$ cat config.mk
export PLATFORM = sky130hd
export DESIGN_NAME = tx_fifo_feeder
export DESIGN_NICKNAME = d
export VERILOG_FILES = /design/src/rtl/uart_pkg.sv /design/src/rtl/tx_byte_fifo.sv /design/src/rtl/tx_fifo_feeder.sv
export SDC_FILE = /design/constraint.sdc
export NUM_CORES = 1
export LEC_CHECK = 0
export BUFFER_PORTS_ARGS = -buffer_cell sky130_fd_sc_hd__buf_4
export CAP_MARGIN = 20
export CORE_MARGIN = 5
export CORE_UTILIZATION = 55
export CTS_BUF_LIST = sky130_fd_sc_hd__clkbuf_16
export CTS_CLUSTER_SIZE = 40
export DETAILED_ROUTE_END_ITERATION = 7
export GPL_TIMING_DRIVEN = 0
export PLACE_DENSITY_LB_ADDON = 0.08
export SYNTH_ARGS = -nofsm -noshare
export SYNTH_HDL_FRONTEND = slang
export SYNTH_SLANG_ARGS = --single-unit
$ cat constraint.sdc
create_clock -name CLK -period 6 [get_ports CLK]
set_input_delay 0.3 -clock CLK [delete_from_list [all_inputs] [get_ports CLK]]
set_output_delay 0.3 -clock CLK [all_outputs]
set_load 0.1 [all_outputs]
$ cat src/rtl/uart_pkg.sv
// Shared UART definitions: byte width and the buffer sequencer state encoding.
package uart_pkg;

  localparam int unsigned BYTE_W = 8;

  typedef enum logic [1:0] {
    IDLE = 2'd0,
    SEND = 2'd1,
    GAP  = 2'd2
  } buf_state_e;

endpackage : uart_pkg

$ cat src/rtl/tx_byte_fifo.sv
// Single-clock byte FIFO with registered count/full/empty and a one-cycle overflow pulse.
module tx_byte_fifo
  import uart_pkg::*;
#(
  parameter int unsigned DEPTH = 16,
  parameter int unsigned AW    = 4
) (
  input  logic              CLK,
  input  logic              RST,
  input  logic              push,
  input  logic              pop,
  input  logic [BYTE_W-1:0] din,
  output logic [BYTE_W-1:0] dout,
  output logic              full,
  output logic              empty,
  output logic [AW:0]       count,
  output logic              ovf
);

  logic [BYTE_W-1:0] mem [DEPTH];
  logic [AW-1:0]     wr_ptr;
  logic [AW-1:0]     rd_ptr;
  logic              accept_c;
  logic              pop_c;
  logic [AW:0]       count_d;

  // A full FIFO still takes a byte when the same cycle frees a slot.
  always_comb begin
    accept_c = push && (!full || pop);
    pop_c    = pop && !empty;
    count_d  = count;
    case ({accept_c, pop_c})
      2'b10:   count_d = count + (AW+1)'(1);
      2'b01:   count_d = count - (AW+1)'(1);
      default: count_d = count;
    endcase
  end

  assign dout = mem[rd_ptr];

  always_ff @(posedge CLK) begin
    if (accept_c) begin
      mem[wr_ptr] <= din;
    end
  end

  always_ff @(posedge CLK) begin
    if (RST) begin
      wr_ptr <= '0;
      rd_ptr <= '0;
      count  <= '0;
      full   <= 1'b0;
      empty  <= 1'b1;
      ovf    <= 1'b0;
    end else begin
      if (accept_c) wr_ptr <= wr_ptr + AW'(1);
      if (pop_c)    rd_ptr <= rd_ptr + AW'(1);
      count <= count_d;
      full  <= (count_d == (AW+1)'(DEPTH));
      empty <= (count_d == '0);
      ovf   <= push && !accept_c;
    end
  end

endmodule : tx_byte_fifo

$ cat src/rtl/tx_fifo_feeder.sv
// Buffers system-side bytes and sequences them into the UART transmit control stage
// using an enable-held-for-frame / done-pulse handshake.
module tx_fifo_feeder
  import uart_pkg::*;
#(
  parameter int unsigned DEPTH = 16,
  parameter int unsigned AW    = 4
) (
  input  logic              CLK,
  input  logic              RST,
  input  logic              Wr_En_Sig,
  input  logic [BYTE_W-1:0] Wr_Data,
  output logic              Full_Sig,
  output logic              Empty_Sig,
  output logic [AW:0]       Count,
  output logic              Ovf_Sig,
  output logic              TX_En_Sig,
  output logic [BYTE_W-1:0] TX_Data,
  input  logic              TX_Done_Sig
);

  buf_state_e        state_q;
  buf_state_e        state_d;
  logic              tx_en_d;
  logic [BYTE_W-1:0] tx_data_d;
  logic              pop_c;
  logic [BYTE_W-1:0] fifo_dout;

  tx_byte_fifo #(
    .DEPTH (DEPTH),
    .AW    (AW)
  ) u_fifo (
    .CLK   (CLK),
    .RST   (RST),
    .push  (Wr_En_Sig),
    .pop   (pop_c),
    .din   (Wr_Data),
    .dout  (fifo_dout),
    .full  (Full_Sig),
    .empty (Empty_Sig),
    .count (Count),
    .ovf   (Ovf_Sig)
  );

  always_ff @(posedge CLK) begin
    if (RST) begin
      state_q   <= IDLE;
      TX_En_Sig <= 1'b0;
      TX_Data   <= '0;
    end else begin
      state_q   <= state_d;
      TX_En_Sig <= tx_en_d;
      TX_Data   <= tx_data_d;
    end
  end

  // Data only loads together with a rising enable, so it is frozen for the frame.
  always_comb begin
    state_d   = state_q;
    tx_en_d   = TX_En_Sig;
    tx_data_d = TX_Data;
    pop_c     = 1'b0;
    case (state_q)
      IDLE: begin
        if (!Empty_Sig) begin
          pop_c     = 1'b1;
          tx_data_d = fifo_dout;
          tx_en_d   = 1'b1;
          state_d   = SEND;
        end
      end
      SEND: begin
        if (TX_Done_Sig) begin
          tx_en_d = 1'b0;
          state_d = GAP;
        end
      end
      GAP: begin
        tx_en_d = 1'b0;
        state_d = IDLE;
      end
      default: begin
        tx_en_d = 1'b0;
        state_d = IDLE;
      end
    endcase
  end

endmodule : tx_fifo_feeder
==> results of run 1 <==
[registers in the layout, indices dropped and copies added (netlist names)]
signal         flops
u_fifo.mem       128
state_q            2
u_fifo.wr_ptr      4
u_fifo.empty       1
u_fifo.count       5
u_fifo.full        1
TX_Data            8
TX_En_Sig          1
u_fifo.ovf         1
u_fifo.rd_ptr      4
[per-stage QoR]
step,total power [W],utilization [%]
floorplan,0.002060,-
global placement,0.002274,60.17
detailed placement,0.002290,60.45
CTS,0.003230,65.16
global route,0.003348,65.16
finish,0.003207,65.16
[report_power, final]
group / internal [W] / switching (W)
Combinational: 0.000353 / 0.000630
Sequential: 0.00123 / 0.0000488
Clock: 0.000552 / 0.000391
[routing by layer]
metal	GRT usage, %	share of wire, %
met3	5.233	5.3
met2	30.09	46
met4	6.497	1.5
met1	28.17	47
met5	0	0
[kinds of logic (layout without fill, tap and decap cells)]
kind of cell,Yosys count,in the layout,share of synthesized area [%]
mux,35,35,13.13
simple gates,77,77,6.024
compound gates,42,42,4.277
buf+inv,25,88,2.570
xor+xnor,13,13,1.827
flops,155,155,70.36
fa+ha+maj,9,9,1.807
[cell type report]
| type | count | area, um^2 | share of cell area, % |
|---|---|---|---|
| sequential | 155 | 4384 | 61.26 |
| clock inverter | 15 | 92.59 | 1.294 |
| multi-input combinational | 176 | 1687 | 23.57 |
| inverter | 4 | 15.01 | 0.2098 |
| timing repair buffer | 31 | 232.7 | 3.252 |
| buffer | 21 | 145.1 | 2.028 |
| clock buffer | 17 | 425.4 | 5.944 |
| tap | 140 | 175.2 | 2.448 |
[worst paths after layout]
check,end,cells after the start
worst max-delay path,u_fifo.empty,12
worst min-delay path,state_q[0],2
worst max register to register,u_fifo.empty,12
worst min register to register,state_q[1],1
[placed cells by master (no fill, tap or decap), drive strengths merged, types with 2 or more instances in the layout]
master	synthesis	routed
a21oi	20	20
a22oi	16	16
and4b	2	2
buf	13	44
clkbuf	6	23
clkdlybuf4s25	2	2
clkinv	0	10
dfxtp	27	27
edfxtp	128	128
ha	9	9
inv	4	7
mux2i	3	3
mux4	32	32
nand2	11	11
nand2b	2	2
nand3	2	2
nand4	4	4
nor2	37	37
nor2b	3	3
nor3	8	8
nor3b	2	2
o21ai	2	2
xnor2	3	3
xor2	10	10
[worst reg2reg max path, delay by kind of cell, from the launching register on]
kind,cells,cell delay [ns]
muxes,1,0.23
xor gates and xnor gates,2,0.39
DFF,1,0.33
adders and majority gates,2,0.45
buffers and inverters,2,0.32
AOI/OAI and AO/OA,4,0.98
and+or+nand+nor,1,0.40
==> flow_metrics.py, run 1 <==
metrics = {
    "power": {
        "vdd.ir_drop.worst_v": 0.0003738,
        "leakage_nw": 2.508,
        "p_per_area_mw_per_mm2": 448.0,
    },
    "finish": {
        "fillerInstances": 786,
        "drive_above_1_share_pct": 21.00,
        "diodes": 0,
        "layout-area-overhead-vs-synth_pct": 14.86,
        "fin_nets": 427,
        "final_cells": 559,
        "design_area_mm2": 0.007157,
    },
    "yosys": {
        "synthArstFlopShare_pct": 0,
        "netlist_instances": 356,
        "synth_area_mm2": 0.006231,
        "yosys_warnings": 0,
        "syn_avg_cell_area_um2": 17.50,
        "synth_most_common_cell": "edfxtp_1",
        "yosys.area.top_type": "edfxtp_1",
        "synth_nets": 377,
        "synthTopCellsByArea": "edfxtp_1, dfxtp_1, mux4_1, mux4_2, nor2_1",
        "synth_top_area_share_pct": 61.69,
        "netlist_top_cells_count": "edfxtp_1, nor2_1, dfxtp_1, a21oi_1, mux4_1",
        "yosysSeqAreaShare_pct": 70.36,
        "ys_ff_latch": 155,
        "synth_flop_cell": "edfxtp_1",
        "synth-edff-count": 128,
        "yosysUniqueCellTypes": 38,
    },
    "die": {
        "core_area_mm2": 0.01098,
        "std_cell_rows": 38,
        "die_y_um": 116.4,
        "initial_core_util_pct": 56.73,
        "num_io_pins": 29,
        "dieWidth_um": 116.4,
        "dieArea_mm2": 0.01356,
    },
    "placement": {
        "placed_area_mm2": 0.006639,
        "placed_cells": 527,
        "hpwlAfterDp_um": 7921,
        "pre_cts_ws_ns": 2.793,
        "portBuffers": 27,
        "gp_congestion": 0.7780,
    },
    "min_path": {
        "min_from": "TX_Done_Sig",
        "hold_path.class": "input port to flop",
    },
    "grt": {
        "antenna_found_initial": 0,
        "grt_max_degree": 17,
        "grt_usage_pct": 19.76,
        "grt_pass1_vias": 3297,
        "grt_first_pass_wirelength_um": 18950,
        "grt_overflow": 0,
    },
    "drt": {
        "drtAntennaViolNets": 0,
        "drc": 0,
        "routedWlPerCell_um": 21.67,
        "vias_per_cell": 5.755,
        "drt_iter0_drc": 238,
        "drt_pass1_iterations": 4,
        "num_vias": 3217,
        "drt-total-wl_um": 12110,
    },
    "status": {
        "outcome": "finished clean",
    },
    "clocking": {
        "cts_root_buf": "clkbuf_16",
        "cts_tree": "yes",
        "postCtsHoldBufs": 0,
        "cts_resized": 0,
        "post_cts_buffers": 0,
        "cts.path.max_buffers": 2,
        "clock_latency_ns": 0.42,
        "ctsHtreeMaxLevel": 4,
        "cts_sinks": 155,
        "cts_made_buffers": 17,
        "path_clk_slew_ns": 0.06,
    },
    "timing": {
        "slew_violations": 0,
        "post-route-period-util_pct": 52.94,
        "skew_ns": 0.01036,
        "hold_slack_ns": 0.09296,
        "post-route-min-period_ns": 3.177,
        "slew_headroom_pct": 38.99,
        "rsz0062_at_grt": "no",
        "fmaxAchievable_mhz": 314.8,
        "hold_viol_final": 0,
        "setup_tns_ns": 0,
        "setup_viol": 0,
        "fin_ws_ns": 2.823,
        "tightest_slew_ns": 0.9118,
    },
    "setup_path": {
        "crit_start": "state_q[1]",
        "arrival_ns": 3.52,
        "max_stage_delay_ns": 0.44,
        "slowest_stage": "a21boi_2",
        "end_kind": "flop",
        "path_max_fanout": 9,
        "reg2reg_from": "state_q[1]",
        "worstPathCellList": "or3_4, a21boi_2, inv_1, ha_1, buf_2, xor2_1, ha_1, a21oi_1, mux2i_1, xor2_1, o311ai_1, o21bai_1",
        "cp_top_family": "compound AO/OA/AOI/OAI gates",
        "crit_type": "flop to flop",
        "r2r_slack_ns": 2.82,
        "critPathBufInv": 2,
        "start_kind": "flop",
        "required_ns": 6.34,
    },
    "flow_run": {
        "cap_viol_max_count": 0,
    },
}
Note: power is estimated with default switching activity, not from simulation.
==> run 2: changes to the inputs <==
Clock period 6 ns to 3.1 ns, I/O delays scaled along.
==> run 2 against run 1 <==
  * Critical path depth stayed put
  * Clock power up 120%
  * Worst setup slack worse by 2.6 ns
  * Maximum frequency up 11%
  * Core utilization up 1.2 points
  * Cell area rose by 1.9%
==> flow_metrics.py, run 2 (same netlist as run 1, synthesis figures left out) <==
metrics = {
    "timing": {
        "slew_headroom_pct": 37.69,
        "slew_violations": 0,
        "post-route-period-util_pct": 92.13,
        "tightest_slew_ns": 0.9312,
        "setup_viol": 0,
        "fin_ws_ns": 0.2440,
        "hold_viol_final": 0,
        "setup_tns_ns": 0,
        "post-route-min-period_ns": 2.856,
        "rsz0062_at_grt": "no",
        "skew_ns": 0.006337,
        "fmaxAchievable_mhz": 350.1,
    },
    "setup_path": {
        "path_max_fanout": 10,
        "crit_start": "state_q[0]",
        "start_kind": "flop",
        "end_kind": "flop",
        "reg2reg_from": "state_q[0]",
        "required_ns": 3.43,
        "arrival_ns": 3.19,
        "endpoint": "u_fifo.full",
        "crit_type": "flop to flop",
        "rr_worst_depth": 12,
        "r2r_end": "u_fifo.full",
        "r2r_slack_ns": 0.24,
    },
    "power": {
        "p_per_area_mw_per_mm2": 891.8,
        "vdd.ir_drop.worst_v": 0.0007996,
        "total_power_w": 0.006502,
        "comb_power_share_pct": 29.4,
        "pwr-share-clk_pct": 32.3,
        "p_seq_share_pct": 38.2,
        "p_sw_w": 0.002094,
        "p_int_w": 0.004408,
        "sw_frac_of_total_pct": 32.20,
        "leakage_nw": 2.554,
    },
    "drt": {
        "drc": 0,
        "drt-total-wl_um": 12250,
        "drtAntennaViolNets": 0,
        "routedWlPerCell_um": 21.75,
        "drt_iter0_drc": 291,
        "drt_pass1_iterations": 5,
        "vias_per_cell": 5.899,
        "num_vias": 3321,
    },
    "finish": {
        "drive_above_1_share_pct": 22.70,
        "final_cell_mix": "edfxtp_1, nor2_1, buf_4",
        "final_common_cell": "edfxtp_1",
        "final_cells": 563,
        "fin_nets": 431,
        "largest_register": "u_fifo.mem",
        "diodes": 0,
        "layout-area-overhead-vs-synth_pct": 17.01,
        "largest_reg_flops": 128,
        "design_area_mm2": 0.007291,
        "top_regs": "u_fifo.mem: 128 flops, TX_Data: 8 flops, u_fifo.count: 5 flops",
    },
    "grt": {
        "grt_first_pass_wirelength_um": 19110,
        "grt_overflow": 0,
        "grt_pass1_vias": 3316,
        "antenna_found_initial": 0,
        "grt_max_degree": 17,
        "grt_usage_pct": 19.93,
    },
    "die": {
        "std_cell_rows": 38,
        "core_area_mm2": 0.01098,
        "dieWidth_um": 116.4,
        "dieArea_mm2": 0.01356,
        "initial_core_util_pct": 56.73,
        "die_y_um": 116.4,
        "num_io_pins": 29,
    },
    "clocking": {
        "cts.path.max_buffers": 2,
        "cts_root_buf": "clkbuf_16",
        "path_clk_slew_ns": 0.06,
        "cts_made_buffers": 17,
        "cts_sinks": 155,
        "cts_tree": "yes",
        "clock_latency_ns": 0.42,
        "ctsHtreeMaxLevel": 4,
    },
    "placement": {
        "placed_cells": 527,
        "placed_area_mm2": 0.006640,
        "hpwlAfterDp_um": 8045,
        "gp_congestion": 0.8101,
        "pre_cts_ws_ns": -0.008622,
        "portBuffers": 27,
    },
    "status": {
        "outcome": "finished clean",
    },
    "flow_run": {
        "cap_viol_max_count": 0,
    },
    "min_path": {
        "hold_path.class": "input port to flop",
    },
}
run 2: layout make-up:
class	count	area, um^2
clock inverters	15	180.2
plain buffers	21	145.1
multi-input cells	176	1694
fillers	755	3692
clock buffers	17	425.4
flip-flops and latches	155	4385
well taps	140	175.2
repair buffers	35	270.3
inverters	4	15.01
run 2: timing repair:
item / 4_1_cts / 5_1_grt
resized for setup: 1 / 0
pin swaps: 0 / 1
buffers inserted: 0 / 1
hold endpoints to repair: 5 / 0
hold buffers: 3 / 0
endpoints found under the setup margin: 2 / 2
run 2: per-stage QoR:
step	util, %	hold slack (ns)
6_report	66.38	0.03592
5_1_grt	66.38	0.04520
4_1_cts	66.31	0.02342
3_5_place_dp	60.46	0.3783
3_3_place_gp	60.18	0.3677
2_1_floorplan	-	0.2539
run 2: per-layer routing:
layer  global-route usage (%)  wire, um  share of wire (%)  vias up
li1                         -         -                  -     1530
met1                    28.09      5611                 46     1670
met2                    30.17      5707                 47      104
met3                    4.404       712                5.8       17
met4                    8.817       215                1.8        0
met5                        0         0                  0        -
run 2: how the worst min path moves through the flow:
stage,slack (ns),endpoint,startpoint,depth (start not counted)
2_1_floorplan,0.25,u_fifo.mem[0][0],Wr_Data[0],0
3_3_place_gp,0.37,state_q[0],TX_Done_Sig,2
3_5_place_dp,0.38,state_q[0],TX_Done_Sig,2
4_1_cts,0.02,u_fifo.ovf,Wr_En_Sig,2
5_1_grt,0.05,u_fifo.ovf,Wr_En_Sig,2
6_report,0.04,u_fifo.ovf,Wr_En_Sig,2
run 2: power groups by stage:
stage	logic [W]	clock network [W]	registers (W)
2_1_floorplan	0.000950	0	0.00304
3_3_place_gp	0.00187	0	0.00252
3_5_place_dp	0.00190	0	0.00253
4_1_cts	0.00192	0.00214	0.00248
5_1_grt	0.00204	0.00224	0.00250
6_report	0.00191	0.00210	0.00249
run 2: worst max-delay path, cell delays in order (launching register included):
cell and delay, ns:
dfxtp_1 0.35, or3_4 0.41, buf_6 0.15, inv_1 0.18
ha_1 0.20, buf_2 0.19, xor2_1 0.09, ha_1 0.24
a21oi_1 0.15, mux2i_1 0.26, xor2_1 0.23, o311ai_1 0.18
nor3_1 0.16
==> run 3: changes to the inputs <==
Settings changed: ABC_AREA set to 1.
==> run 3 against run 2 <==
  * Clock skew increased by 0.0015 ns
  * Sequential power about the same
  * Routed wire length increased by 23%
  * Via count increased by 30%
  * Clock-buffer cell count unchanged
  * Clock power decreased by 7%
  * Total power increased by 8.6%
  * Flip-flop and latch count unchanged
  * Critical endpoint is now u_fifo.empty
==> flow_metrics.py, run 3 <==
metrics = {
    "power": {
        "vdd.ir_drop.worst_v": 0.0006439,
        "leakage_nw": 2.771,
        "p_int_w": 0.004319,
        "p_per_area_mw_per_mm2": 942.8,
        "sw_frac_of_total_pct": 38.84,
        "p_sw_w": 0.002743,
        "comb_power_share_pct": 37.0,
        "p_seq_share_pct": 35.4,
        "pwr-share-clk_pct": 27.7,
        "total_power_w": 0.007062,
    },
    "setup_path": {
        "crit_type": "flop to flop",
        "required_ns": 3.45,
        "end_kind": "flop",
        "start_kind": "flop",
        "arrival_ns": 2.82,
        "rr_worst_depth": 15,
        "path_max_fanout": 11,
    },
    "drt": {
        "drt-total-wl_um": 15120,
        "vias_per_cell": 5.562,
        "num_vias": 4322,
        "drtAntennaViolNets": 0,
        "drt_pass1_iterations": 5,
        "drt_iter0_drc": 411,
        "drc": 0,
        "routedWlPerCell_um": 19.46,
    },
    "finish": {
        "drive_above_1_share_pct": 15.77,
        "layout-area-overhead-vs-synth_pct": 14.56,
        "final_cell_mix": "edfxtp_1, nor2_1, nand2_1",
        "largest_reg_flops": 128,
        "multiInputGateArea_mm2": 0.001738,
        "largest_register": "u_fifo.mem",
        "fin_nets": 642,
        "top_regs": "u_fifo.mem: 128 flops, TX_Data: 8 flops, u_fifo.count: 5 flops",
        "regArea_mm2": 0.004384,
        "fillerInstances": 908,
        "diodes": 0,
        "design_area_mm2": 0.007491,
        "final_common_cell": "edfxtp_1",
    },
    "clocking": {
        "cts_made_buffers": 17,
        "path_clk_slew_ns": 0.06,
        "cts.path.max_buffers": 2,
        "postCtsHoldBufs": 1,
        "cts_tree": "yes",
        "ctsHtreeMaxLevel": 4,
        "post_cts_buffers": 0,
        "cts_sinks": 155,
        "clock_latency_ns": 0.42,
        "cts_resized": 0,
        "cts_root_buf": "clkbuf_16",
    },
    "yosys": {
        "yosysUniqueCellTypes": 35,
        "synth_most_common_cell": "edfxtp_1",
        "netlist_top_cells_count": "edfxtp_1, nor2_1, nand2_1, o21ai_0, inv_1",
        "synth_top_area_share_pct": 58.78,
        "ys_ff_latch": 155,
        "netlist_instances": 574,
        "synthArstFlopShare_pct": 0,
        "synth_nets": 595,
        "synthTopCellsByArea": "edfxtp_1, dfxtp_1, nor2_1, o211ai_1, o21ai_0",
        "syn_avg_cell_area_um2": 11.39,
        "synth_flop_cell": "edfxtp_1",
        "yosys.area.top_type": "edfxtp_1",
        "yosys_warnings": 0,
        "synth_area_mm2": 0.006539,
        "yosysSeqAreaShare_pct": 67.05,
        "synth-edff-count": 128,
    },
    "min_path": {
        "hold_path.class": "input port to flop",
        "hold_depth": 1,
    },
    "die": {
        "die_y_um": 119.0,
        "dieWidth_um": 119.0,
        "std_cell_rows": 39,
        "core_area_mm2": 0.01152,
        "dieArea_mm2": 0.01417,
        "initial_core_util_pct": 56.78,
        "num_io_pins": 29,
    },
    "placement": {
        "portBuffers": 27,
        "gp_congestion": 0.9527,
        "placed_area_mm2": 0.006920,
        "hpwlAfterDp_um": 10140,
    },
    "grt": {
        "grt_pass1_vias": 4152,
        "grt_first_pass_wirelength_um": 23360,
        "grt_max_degree": 17,
        "grt_usage_pct": 22.19,
        "antenna_found_initial": 0,
        "grt_overflow": 0,
    },
    "status": {
        "outcome": "finished clean",
    },
    "timing": {
        "slew_headroom_pct": 42.55,
        "tightest_slew_ns": 0.8586,
        "post-route-period-util_pct": 79.57,
        "fmaxAchievable_mhz": 405.4,
        "setup_tns_ns": 0,
        "hold_viol_final": 0,
        "slew_violations": 0,
        "post-route-min-period_ns": 2.467,
        "skew_ns": 0.007835,
        "rsz0062_at_grt": "no",
        "setup_viol": 0,
    },
    "flow_run": {
        "cap_viol_max_count": 0,
    },
}
run 3: cell types whose count changed after synthesis, moves of 9 or more:
cell / before / now
mux4_1: 18 / 0
o21ai_0: 2 / 44
o21ai_1: 0 / 25
nor2_1: 37 / 98
nand2_1: 11 / 49
inv_1: 4 / 43
mux4_2: 14 / 0
nand3_1: 2 / 31
o211ai_1: 0 / 32
xor2_1: 10 / 1
a22oi_1: 16 / 0
nor2_2: 0 / 10
run 3: worst paths after layout:
| check | to | slack (ns) | start |
|---|---|---|---|
| hold / removal | u_fifo.mem[1][3] | 0.07 | Wr_Data[3] |
| setup / recovery | u_fifo.empty | 0.63 | state_q[1] |
| setup reg to reg | u_fifo.empty | 0.63 | state_q[1] |
| hold reg to reg | TX_En_Sig | 0.47 | TX_En_Sig |
run 3: cell type report:
class / instances / area share [%]
Clock inverter: 15 / 1.804
Tap cell: 143 / 2.389
Inverter: 48 / 2.539
Buffer: 30 / 3.023
Multi-Input combinational cell: 341 / 23.20
Timing Repair Buffer: 28 / 2.839
Clock buffer: 17 / 5.679
Sequential cell: 155 / 58.53
run 3: critical path: stages (launching register included):
cell and delay [ns]:
dfxtp_1 0.33, nor2_2 0.14, nand2_2 0.14, inv_2 0.09, buf_6 0.14, buf_6 0.16
ha_1 0.29, nand2_1 0.07, inv_1 0.09, nor2_2 0.05, ha_1 0.27, mux2i_1 0.17
nand2_1 0.10, nor2_1 0.12, nand3_1 0.11, o21bai_1 0.13
run 3: logic make-up (layout without fill, tap and decap cells):
kind of cell,after synthesis,after routing,synth area share [%]
AOI/OAI and AO/OA,129,129,11.21
xor gates and xnor gates,2,2,0.2679
adders and majority gates,9,9,1.722
buffers and inverters,78,138,6.372
DFF,155,155,67.05
muxes,1,1,0.1531
and+or+nand+nor,200,200,13.22
run 3: per-stage QoR:
step / setup slack (ns) / instances / util [%] / hold slack (ns)
2_1_floorplan: 0.2477 / 574 / - / 0.2539
3_3_place_gp: 0.7458 / 744 / 60.09 / 0.4222
3_5_place_dp: 0.6432 / 744 / 60.09 / 0.4266
4_1_cts: 0.6362 / 777 / 65.05 / 0.04124
5_1_grt: 0.3760 / 777 / 65.05 / 0.05662
6_report: 0.6333 / 777 / 65.05 / 0.06805
run 3: routing by layer:
metal  wire [um]  up-vias  GRT usage (%)
met1        6627     2067          30.18
met5           0        -              0
met4         377        0          9.486
li1            -     2105              -
met2        7208      123          34.65
met3         910       27          4.882
run 3: power groups by stage:
| stage | Sequential (W) | Clock [W] | Combinational, W |
|---|---|---|---|
| 6_report | 0.00250 | 0.00196 | 0.00261 |
| 2_1_floorplan | 0.00317 | 0 | 0.00130 |
| 3_3_place_gp | 0.00253 | 0 | 0.00256 |
| 5_1_grt | 0.00251 | 0.00208 | 0.00283 |
| 3_5_place_dp | 0.00254 | 0 | 0.00259 |
| 4_1_cts | 0.00250 | 0.00198 | 0.00261 |
